$ cat src/rtl/gate_bist_pkg.sv
// Shared types and golden gate model for the exhaustive gate tester.
package gate_bist_pkg;

  localparam int unsigned MAX_INPUTS = 8;

  typedef enum logic [1:0] {
    OP_AND  = 2'd0,
    OP_OR   = 2'd1,
    OP_XOR  = 2'd2,
    OP_NAND = 2'd3
  } gate_op_e;

  typedef enum logic [1:0] {
    ST_IDLE   = 2'd0,
    ST_DRIVE  = 2'd1,
    ST_SAMPLE = 2'd2,
    ST_DONE   = 2'd3
  } bist_state_e;

  // Reference output for a pattern; bits at and above n_inputs are ignored.
  function automatic logic gate_golden(input gate_op_e                op,
                                       input logic [MAX_INPUTS-1:0] stim,
                                       input int unsigned           n_inputs);
    logic [MAX_INPUTS-1:0] mask;
    logic [MAX_INPUTS-1:0] v;
    logic                  all_ones;
    logic                  g;
    mask     = MAX_INPUTS'((9'd1 << n_inputs) - 9'd1);
    v        = stim & mask;
    all_ones = (v == mask);
    case (op)
      OP_AND:  g = all_ones;
      OP_OR:   g = |v;
      OP_XOR:  g = ^v;
      OP_NAND: g = ~all_ones;
      default: g = 1'b0;
    endcase
    return g;
  endfunction

endpackage

$ cat src/rtl/gate_bist.sv
// Exhaustive driver/checker: sweeps all input patterns into a gate and
// compares each settled output against the golden model.
module gate_bist
  import gate_bist_pkg::*;
#(
  parameter int unsigned N_INPUTS      = 2,
  parameter int unsigned SETTLE_CYCLES = 1
) (
  input  logic                clk,
  input  logic                rstn,
  input  logic [1:0]          op,
  input  logic                start,
  output logic [N_INPUTS-1:0] stim,
  input  logic                dut_z,
  output logic                busy,
  output logic                done,
  output logic                pass,
  output logic [N_INPUTS:0]   err_count,
  output logic [N_INPUTS-1:0] first_fail
);

  localparam int unsigned CNT_W = (SETTLE_CYCLES > 1) ? $clog2(SETTLE_CYCLES) : 1;
  localparam logic [CNT_W-1:0] CNT_LAST = CNT_W'(SETTLE_CYCLES - 1);

  bist_state_e         state_q, state_d;
  gate_op_e            op_q, op_d;
  logic [N_INPUTS-1:0] stim_q, stim_d;
  logic [CNT_W-1:0]    cnt_q, cnt_d;
  logic [N_INPUTS:0]   err_q, err_d;
  logic [N_INPUTS-1:0] ff_q, ff_d;
  logic                pass_q, pass_d;
  logic                busy_q, busy_d;
  logic                done_q, done_d;
  logic                mismatch_c;

  assign mismatch_c = dut_z != gate_golden(op_q, MAX_INPUTS'(stim_q), N_INPUTS);

  // Next-state and result update
  always_comb begin
    state_d = state_q;
    op_d    = op_q;
    stim_d  = stim_q;
    cnt_d   = cnt_q;
    err_d   = err_q;
    ff_d    = ff_q;
    pass_d  = pass_q;
    busy_d  = 1'b0;
    done_d  = 1'b0;
    case (state_q)
      ST_IDLE: begin
        if (start) begin
          op_d    = gate_op_e'(op);
          err_d   = '0;
          ff_d    = '0;
          pass_d  = 1'b0;
          stim_d  = '0;
          cnt_d   = '0;
          busy_d  = 1'b1;
          state_d = ST_DRIVE;
        end
      end
      ST_DRIVE: begin
        busy_d = 1'b1;
        if (cnt_q == CNT_LAST) begin
          state_d = ST_SAMPLE;
        end else begin
          cnt_d = cnt_q + CNT_W'(1);
        end
      end
      ST_SAMPLE: begin
        if (mismatch_c) begin
          err_d = err_q + (N_INPUTS + 1)'(1);
          if (err_q == '0) begin
            ff_d = stim_q;
          end
        end
        if (&stim_q) begin
          // pass reflects the count including this final sample
          done_d  = 1'b1;
          pass_d  = (err_d == '0);
          state_d = ST_DONE;
        end else begin
          stim_d  = stim_q + N_INPUTS'(1);
          cnt_d   = '0;
          busy_d  = 1'b1;
          state_d = ST_DRIVE;
        end
      end
      ST_DONE: begin
        state_d = ST_IDLE;
      end
      default: begin
        state_d = ST_IDLE;
      end
    endcase
  end

  // State and output registers
  always_ff @(posedge clk or negedge rstn) begin
    if (!rstn) begin
      state_q <= ST_IDLE;
      op_q    <= OP_AND;
      stim_q  <= '0;
      cnt_q   <= '0;
      err_q   <= '0;
      ff_q    <= '0;
      pass_q  <= 1'b0;
      busy_q  <= 1'b0;
      done_q  <= 1'b0;
    end else begin
      state_q <= state_d;
      op_q    <= op_d;
      stim_q  <= stim_d;
      cnt_q   <= cnt_d;
      err_q   <= err_d;
      ff_q    <= ff_d;
      pass_q  <= pass_d;
      busy_q  <= busy_d;
      done_q  <= done_d;
    end
  end

  assign stim       = stim_q;
  assign busy       = busy_q;
  assign done       = done_q;
  assign pass       = pass_q;
  assign err_count  = err_q;
  assign first_fail = ff_q;

endmodule

$ cat config.mk
export PLATFORM = sky130hd
export DESIGN_NAME = gate_bist
export DESIGN_NICKNAME = d
export VERILOG_FILES = /design/src/rtl/gate_bist_pkg.sv /design/src/rtl/gate_bist.sv
export SDC_FILE = /design/constraint.sdc
export NUM_CORES = 1
export LEC_CHECK = 0
export CORE_ASPECT_RATIO = 1.25
export CORE_MARGIN = 4
export CORE_UTILIZATION = 45
export CTS_CLUSTER_DIAMETER = 100
export DETAILED_ROUTE_END_ITERATION = 6
export PLACE_DENSITY = 0.73
export SKIP_CTS_REPAIR_TIMING = 1
export SYNTH_ARGS = -nofsm -noshare
export SYNTH_HDL_FRONTEND = slang
export SYNTH_SLANG_ARGS = --single-unit
$ cat constraint.sdc
create_clock -name clk -period 5.6 [get_ports clk]
set_input_delay 1.12 -clock clk [delete_from_list [all_inputs] [get_ports clk]]
set_output_delay 1.12 -clock clk [all_outputs]
set_load 0.05 [all_outputs]
==> metrics, run 1 <==
status finished, final reports clean; row count 16; R2R Setup Slk 3.39 ns; Starting Density 47.6%; DRT Wirelength roughly 1.4 mm; initial antenna violation count 0; DRC Markers 0; top post-synthesis cells by area dfrtp_1 47%, ha_1 6.7%, mux2_2 4.5%; post-synth top area share 47.1%; mux cell area share after synthesis roughly 7.2%; Slew Limit Fails 0; Final Power 0.000562 W; synth-to-layout area growth 28.1%; CTS tree built; largest net degree at the start of global routing 15; worst path arrival time 1.58 ns; I/O Pins 16; final setup fails 0; Comb power frac 56.1%; Clock Latency Late Sink ~0.28 ns; reg2reg end pass; Peak VDD IR 0.338 mV; Hold Path Sink busy; Placer Congestion 0.753; clk_skew 0.00333 ns; Pleak 0.415 nW; Die Y 53.4 µm; post-layout util 61.0%; total CTS buffers 3; Fin. Hold Viols 0; Max-Cap Viols 0; Crit. End Element output port; P_int 0.000305 W; Finished Layout Cells 109; Tcrit/Tclk final 48.2%; Synth Area in XOR/XNOR 0%; Synth Register Bits 14; largest family of logic cells by synthesized area simple AND/OR/NAND/NOR gates; I/O Buffers 15; startpoint types register; Syn Inst Count 72; post-synth cell types 29; clock root cell clkbuf_4; post-synth top area cell dfrtp_1; GRT Total Usage between 10% and 20%; Hold Path Class register to register; CP bufs+invs 1; post-route ant nets 0; Ys Warns 0; clock sinks 14; Routed WL per cell around 13 µm; NetSw 0.000257 W; crit path cell chain clkdlybuf4s50_1; Compound-Gate Fraction of Synth Area 16.3%; placed cell count 105; vias per cell 5.70; Synth Area in Simple Gates 19.5%; RSZ-0062 raised after global routing false; Clock transition at path regs approximately 0.08 ns; vias in the first global route between 500 and 600; CP Max Fanout 7; sequential share of the synthesized area a little under half; worst hold path startpoint state_q[1]; hold depth 1; area of the core between 1500 and 2000 µm²; FF-to-FF path depth 7; H-tree depth 1; Avg Cell Area, Syn a little over 10 µm²; Die W 44.4 µm; die area 2370 µm²; aggregate global routing overflow 0; pwr dens between 500 and 600 nW/µm²; critical path type register to output port; Initial DRC Count 10; vias post-DR 621; launching point of the worst reg2reg path stim[0]; Sw Ratio 45.8%; Max-slew headroom 57.8%; antenna cells 0; synthesized area 743 µm²; clock power share 12.7%; HPWL after detailed placement 1.12 mm; first-pass GRT wire length 2.53 mm; DR pass1 iterations 4; share of layout cells above drive strength 1 12.1%; nets 102; min Tclk post-route 2.70 ns; Seq pwr share 31.2%; Crit path max-delay family buffers and inverters; Fmax 371 MHz; CP max-delay cell clkdlybuf4s50_1; WP data required ~4.5 ns; Post-Synth Adder-Cell Area 6.73%; worst-margin pin slew 0.627 ns; Max stage delay on crit path 0.84 ns; Synth Net Count 82; Max Buffers Root-to-Sink 2; TNS Setup 0 ns
-- metal layers --
layer	part of all wire (%)	wire [µm]	track usage [%]	vias to the layer above
li1	-	-	-	305
met1	42	608	17.8	294
met2	52	747	23.8	17
met3	4.7	68	2.04	5
met4	1.7	24	8.54	0
met5	0	0	0	-
-- worst max-delay path by stage --
stage	slack, ns	end	from	cells after the start
final	2.90	err_count[2]	err_count[2]	1
after global routing	2.83	err_count[2]	err_count[2]	1
after CTS	2.89	err_count[2]	err_count[2]	1
after detailed placement	2.86	op_q[0]	start	5
after global placement	2.92	pass	dut_z	4
after floorplan	3.18	pass	stim[0]	7
-- per-stage QoR --
stage          instance area [µm²]  setup WS [ns]  hold WS, ns
6_report                       952           2.90        0.508
5_1_grt                        952           2.83        0.532
4_1_cts                        952           2.89        0.509
3_5_place_dp                   916           2.86        0.486
3_3_place_gp                   916           2.92        0.482
2_1_floorplan                  743           3.18        0.464
-- synthesized netlist by cell type --
library cell / number
or2_2: 1
o211ai_1: 2
mux2i_1: 2
nor3_1: 3
nand2_1: 3
and3_4: 1
o21ai_1: 2
a31o_2: 1
o22ai_1: 2
a2111o_1: 1
inv_1: 6
a21o_1: 1
and4_1: 1
nand4_1: 2
a21oi_1: 4
o21ai_0: 1
and2_1: 1
mux2_2: 3
a31oi_1: 1
ha_1: 4
o311ai_0: 1
or3_4: 1
nor2_1: 5
a22oi_1: 1
nor2b_1: 4
a22o_1: 1
nand2b_1: 2
and3_1: 1
dfrtp_1: 14
-- registers in the layout, summed over array words and instances, names as in the netlist --
name / cells
err_count: 3
op_q: 2
busy: 1
first_fail: 2
state_q: 2
stim: 2
pass: 1
done: 1
-- final cells by class --
cell class,count,area [µm²]
clock buffers,4,36.3
fillers,146,609
flip-flops and latches,14,350
repair buffers,15,150
multi-input cells,52,370
inverters,6,22.5
well taps,18,22.5
-- logic make-up (layout without fill, tap and decap cells) --
| kind of cell | count (synthesis) | after routing |
|---|---|---|
| AOI/OAI and AO/OA | 18 | 18 |
| adders and majority gates | 4 | 4 |
| buffers and inverters | 6 | 25 |
| DFF | 14 | 14 |
| muxes | 5 | 5 |
| and+or+nand+nor | 25 | 25 |
-- cells in the final DEF (no fill, tap or decap), types with 3 or more instances in the layout --
| master | count |
|---|---|
| nor2b_1 | 4 |
| clkdlybuf4s50_1 | 15 |
| clkbuf_4 | 3 |
| ha_1 | 4 |
| mux2_2 | 3 |
| nor2_1 | 5 |
| dfrtp_1 | 14 |
| inv_1 | 6 |
| a21oi_1 | 4 |
| nor3_1 | 3 |
| nand2_1 | 3 |
-- power groups by stage --
stage	Combinational [W]	Clock (W)	Sequential [W]
2_1_floorplan	0.000155	0	0.000247
3_3_place_gp	0.000310	0	0.000175
3_5_place_dp	0.000317	0	0.000176
4_1_cts	0.000319	0.0000732	0.000175
5_1_grt	0.000345	0.0000775	0.000181
6_report	0.000315	0.0000714	0.000175
(Power assumes the default switching activity.)
==> run 2: changes to the inputs <==
Clock period 5.6 ns to 2.8 ns, I/O delays scaled along.
==> metrics, run 2 (synthesis results as in run 1) <==
Initial DRC Count 8 (-2); post-layout util 61.0% (unchanged); DR pass1 iterations 4 (unchanged); die area 2370 µm² (unchanged); I/O Buffers 15 (unchanged); Starting Density 47.6% (unchanged); Peak VDD IR 0.571 mV (+69%); critical path type register to register; pwr dens 1180 nW/µm² (+100%); initial antenna violation count 0 (unchanged); worst-margin pin slew 0.628 ns (+0.00117 ns); Clock transition at path regs 0.08 ns (about the same); DRC Markers 0 (unchanged); startpoint types register; clock root cell clkbuf_4; HPWL after detailed placement 1.09 mm (-3.2%); Die W 44.4 µm (unchanged); TNS Setup 0 ns (unchanged); first-pass GRT wire length 2.59 mm (+2.7%); total CTS buffers 3 (unchanged); placed cell count 105 (unchanged); Max-slew headroom 58.0% (+0.23 points); Largest register FFs 3 (unchanged); vias per cell 5.50 (-3.4%); Fmax 456 MHz; H-tree depth 1 (unchanged); largest net degree at the start of global routing 15 (unchanged); CTS tree built; DRT Wirelength 1.43 mm (-1.5%); I/O Pins 16 (unchanged); final setup fails 0 (unchanged); most frequent cells in the layout 15 x clkdlybuf4s50_1, 14 x dfrtp_1, 6 x inv_1; synth-to-layout area growth 28.1% (unchanged); nets 102 (unchanged); row count 16 (unchanged); RSZ-0062 raised after global routing false; status finished, final reports clean; vias post-DR 600 (-3.4%); Pleak 0.415 nW (unchanged); aggregate global routing overflow 0 (unchanged); GRT Total Usage 15.2% (+0.67 points); Slew Limit Fails 0 (unchanged); worst path arrival time 2.40 ns (+0.82 ns); Clock Latency Late Sink 0.28 ns (about the same); Max-Cap Viols 0 (unchanged); Crit. End Element register; WP data required 3.01 ns (-1.47 ns); Placer Congestion 0.830 (+10%); R2R Setup Slk 0.61 ns (-2.78 ns); Layout fillers 138 (-5.5%); area of the core 1560 µm² (unchanged); Max Buffers Root-to-Sink 2 (unchanged); Tcrit/Tclk final 78.3%; CP max-delay cell dfrtp_1; antenna cells 0 (unchanged); Routed WL per cell 13.1 µm (-1.5%); clock sinks 14 (unchanged); vias in the first global route 599 (+1.9%); commonest non-fill, non-tap cell in the layout clkdlybuf4s50_1; CP Max Fanout 6 (-1); share of layout cells above drive strength 1 12.1% (unchanged); Die Y 53.4 µm (unchanged); post-route ant nets 0 (unchanged); Finished Layout Cells 109 (unchanged); Fin. Hold Viols 0 (unchanged); min Tclk post-route 2.19 ns; Hold Path Class register to register; clk_skew 0.00161 ns (-0.00172 ns); crit path cell chain inv_1 -> ha_1 -> nand2b_1 -> and3_4 -> or3_4 -> a2111o_1 -> a31oi_1; Max stage delay on crit path 0.42 ns (-0.42 ns)
[run 2: routing by layer]
layer / up-vias / routed length [µm] / track usage [%]
li1: 300 / - / -
met1: 278 / 606 / 18.3
met2: 18 / 710 / 26.0
met3: 4 / 91 / 3.06
met4: 0 / 19 / 6.03
met5: - / 0 / 0
[run 2: through the flow]
step / power (W) / instance area, µm² / setup slack (ns) / hold WS (ns)
6_report: 0.00112 / 952 / 0.609 / 0.520
5_1_grt: 0.00122 / 952 / 0.449 / 0.528
4_1_cts: 0.00113 / 952 / 0.610 / 0.517
3_5_place_dp: 0.000983 / 916 / 0.624 / 0.508
3_3_place_gp: 0.000973 / 916 / 0.646 / 0.480
2_1_floorplan: 0.000806 / 743 / 0.384 / 0.264
[run 2: area by class of cell]
| type | instances | area [µm²] | area share (%) |
|---|---|---|---|
| clock buffers | 4 | 36.3 | 3.81 |
| inverters | 6 | 22.5 | 2.37 |
| multi-input cells | 52 | 370 | 38.9 |
| flip-flops and latches | 14 | 350 | 36.8 |
| well taps | 18 | 22.5 | 2.37 |
| repair buffers | 15 | 150 | 15.8 |
[run 2: path summary, 6_finish.rpt]
kind,cells after the start,start,endpoint
max in group asynchronous,1,rstn,op_q[1]
worst max register to register,7,stim[0],pass
worst min register to register,1,state_q[1],busy
worst max-delay path,7,stim[0],pass
min in group asynchronous,1,rstn,pass
worst min-delay path,1,state_q[1],busy
[run 2: worst max-delay path: cells and delay by family, from the launching register on]
| kind | cells | cell delay, ns |
|---|---|---|
| adder cells (fa/ha/maj) | 1 | 0.33 |
| AND/OR/NAND/NOR | 3 | 0.69 |
| flip-flops | 1 | 0.42 |
| buffers and inverters | 1 | 0.10 |
| AO/OA/AOI/OAI | 2 | 0.58 |
[run 2: power by group]
group          switching (W)  total [W]  internal (W)
clock              0.0000665   0.000146     0.0000791
combinational       0.000373   0.000626      0.000254
sequential         0.0000741   0.000350      0.000276
==> run 3: changes to the inputs <==
Settings changed: CORE_UTILIZATION 45 to 43.
Clock period 2.8 ns to 1.8 ns, I/O delays scaled along.
==> metrics, run 3 (synthesis results as in run 1) <==
status finished with violations; failing checks negative setup slack; DRC Markers 0 (unchanged); share of layout cells above drive strength 1 44.9% (+33 points); Hold Path Class input port to asynchronous set/reset pin; WP data required 1.98 ns (-1.03 ns); area of the core 1600 µm² (+2.6%); Clock transition at path regs 0.09 ns (about the same); Seq pwr share 26.3% (-4.9 points); first-pass GRT wire length 2.85 mm (+9.8%); clk_skew 0.00410 ns (+0.00249 ns); P_int 0.00118 W (+95%); worst path arrival time 2.25 ns (-0.15 ns); NetSw 0.000947 W (+85%); DRT Wirelength 1.88 mm (+32%); Placer Congestion 0.861 (+3.7%); H-tree depth 1 (unchanged); clock sinks 14 (unchanged); initial antenna violation count 0 (unchanged); final setup fails 6 (+6); post-route ant nets 0 (unchanged); Starting Density 46.4% (-1.2 points); HPWL after detailed placement 1.37 mm (+26%); Clock Latency Late Sink 0.28 ns (about the same); Max-Cap Viols 0 (unchanged); DR pass1 iterations 4 (unchanged); largest net degree at the start of global routing 9 (-6); Peak VDD IR 1.00 mV (+75%); commonest non-fill, non-tap cell in the layout buf_4; clock power share 10.8% (-2.2 points); total CTS buffers 3 (unchanged); I/O Buffers 15 (unchanged); min Tclk post-route 2.07 ns (-0.121 ns); Die W 45.2 µm (+1.9%); vias post-DR 694 (+16%); RSZ-0062 raised after global routing true; Tcrit/Tclk final 115% (+37 points); antenna cells 0 (unchanged); TNS Setup -1.10 ns (-1.10 ns); Routed WL per cell 15.1 µm (+15%); CP Max Fanout 4 (-2); most frequent cells in the layout 26 x buf_4, 12 x dfrtp_1, 5 x nor2_1, 5 x clkdlybuf4s50_1; die area 2460 µm² (+3.9%); vias in the first global route 681 (+14%); Crit. End Element register; CTS tree built; Largest register FFs 3 (unchanged); Die Y 54.5 µm (+2.0%); Fmax 483 MHz (+5.8%); Fin. Hold Viols 0 (unchanged); GRT Total Usage 16.6% (+1.4 points); Max-slew headroom 60.4% (+2.4 points); post-layout util 68.9% (+7.9 points); Comb power frac 62.9% (+7.1 points); Initial DRC Count 13 (+5); clock root cell clkbuf_4; vias per cell 5.55 (+0.86%); R2R Setup Slk -0.27 ns (-0.88 ns); Sw Ratio 44.4% (-1.3 points); critical path type register to register; Max Buffers Root-to-Sink 2 (unchanged); row count 16 (unchanged); synth-to-layout area growth 48.5%; Pleak 0.516 nW (+25%); Slew Limit Fails 0 (unchanged); nets 118 (+16%); final setup margin -0.271 ns (-0.879 ns); worst-margin pin slew 0.588 ns (-0.0400 ns); aggregate global routing overflow 0 (unchanged); Layout fillers 124 (-10%); pwr dens 1930 nW/µm² (+64%); I/O Pins 16 (unchanged); startpoint types register
[run 3: cell count changes in the layout (fill, tap and decap cells not counted), moves of 2 or more]
cell	delta
buf_4	+26
dfrtp_2	+2
inv_2	+2
clkdlybuf4s50_1	-10
inv_1	-2
dfrtp_1	-2
[run 3: worst paths after layout]
kind,from,end,cells after the start
worst min register to register,state_q[1],busy,1
worst min-delay path,rstn,err_count[0],1
min in group clk,state_q[1],busy,1
max in group asynchronous,rstn,state_q[0],2
worst max register to register,stim[0],err_count[0],8
worst max-delay path,stim[0],err_count[0],8
[run 3: worst max-delay path, cell delays in order, from the launching register on]
cell      delay (ns)
dfrtp_2         0.43
inv_2           0.08
ha_4            0.21
nand2b_4        0.13
and3_4          0.19
or3_4           0.35
buf_4           0.15
and3_4          0.17
mux2_2          0.25
[run 3: power groups by stage]
stage                     logic [W]  clock network [W]  registers (W)
after detailed placement    0.00117                  0       0.000565
after floorplan            0.000539                  0       0.000783
after CTS                   0.00118           0.000230       0.000561
after global placement      0.00114                  0       0.000556
final                       0.00134           0.000229       0.000561
after global routing        0.00147           0.000238       0.000574
[run 3: per-layer routing]
metal / up-vias / GRT usage [%] / share of wire (%)
li1: 332 / - / -
met1: 332 / 17.0 / 37
met2: 20 / 29.5 / 54
met3: 10 / 3.29 / 4.0
met4: 0 / 12.2 / 4.6
met5: - / 0 / 0
[run 3: final cells by class]
cell class,instances,area [µm²],share of cell area (%)
sequential,14,353,32.0
inverter,6,22.5,2.04
timing repair buffer,31,245,22.2
clock buffer,4,36.3,3.29
multi-input combinational,52,424,38.4
tap,18,22.5,2.04
[run 3: per-stage QoR]
stage / total power [W] / cells / setup WS [ns] / area (µm²) / hold WS, ns
3_3_place_gp: 0.00170 / 116 / -0.155 / 1000 / 0.488
4_1_cts: 0.00197 / 120 / -0.233 / 1040 / 0.359
5_1_grt: 0.00228 / 125 / -0.321 / 1100 / 0.372
2_1_floorplan: 0.00132 / 72 / -0.315 / 771 / 0.0644
3_5_place_dp: 0.00174 / 116 / -0.217 / 1000 / 0.480
6_report: 0.00213 / 125 / -0.271 / 1100 / 0.349
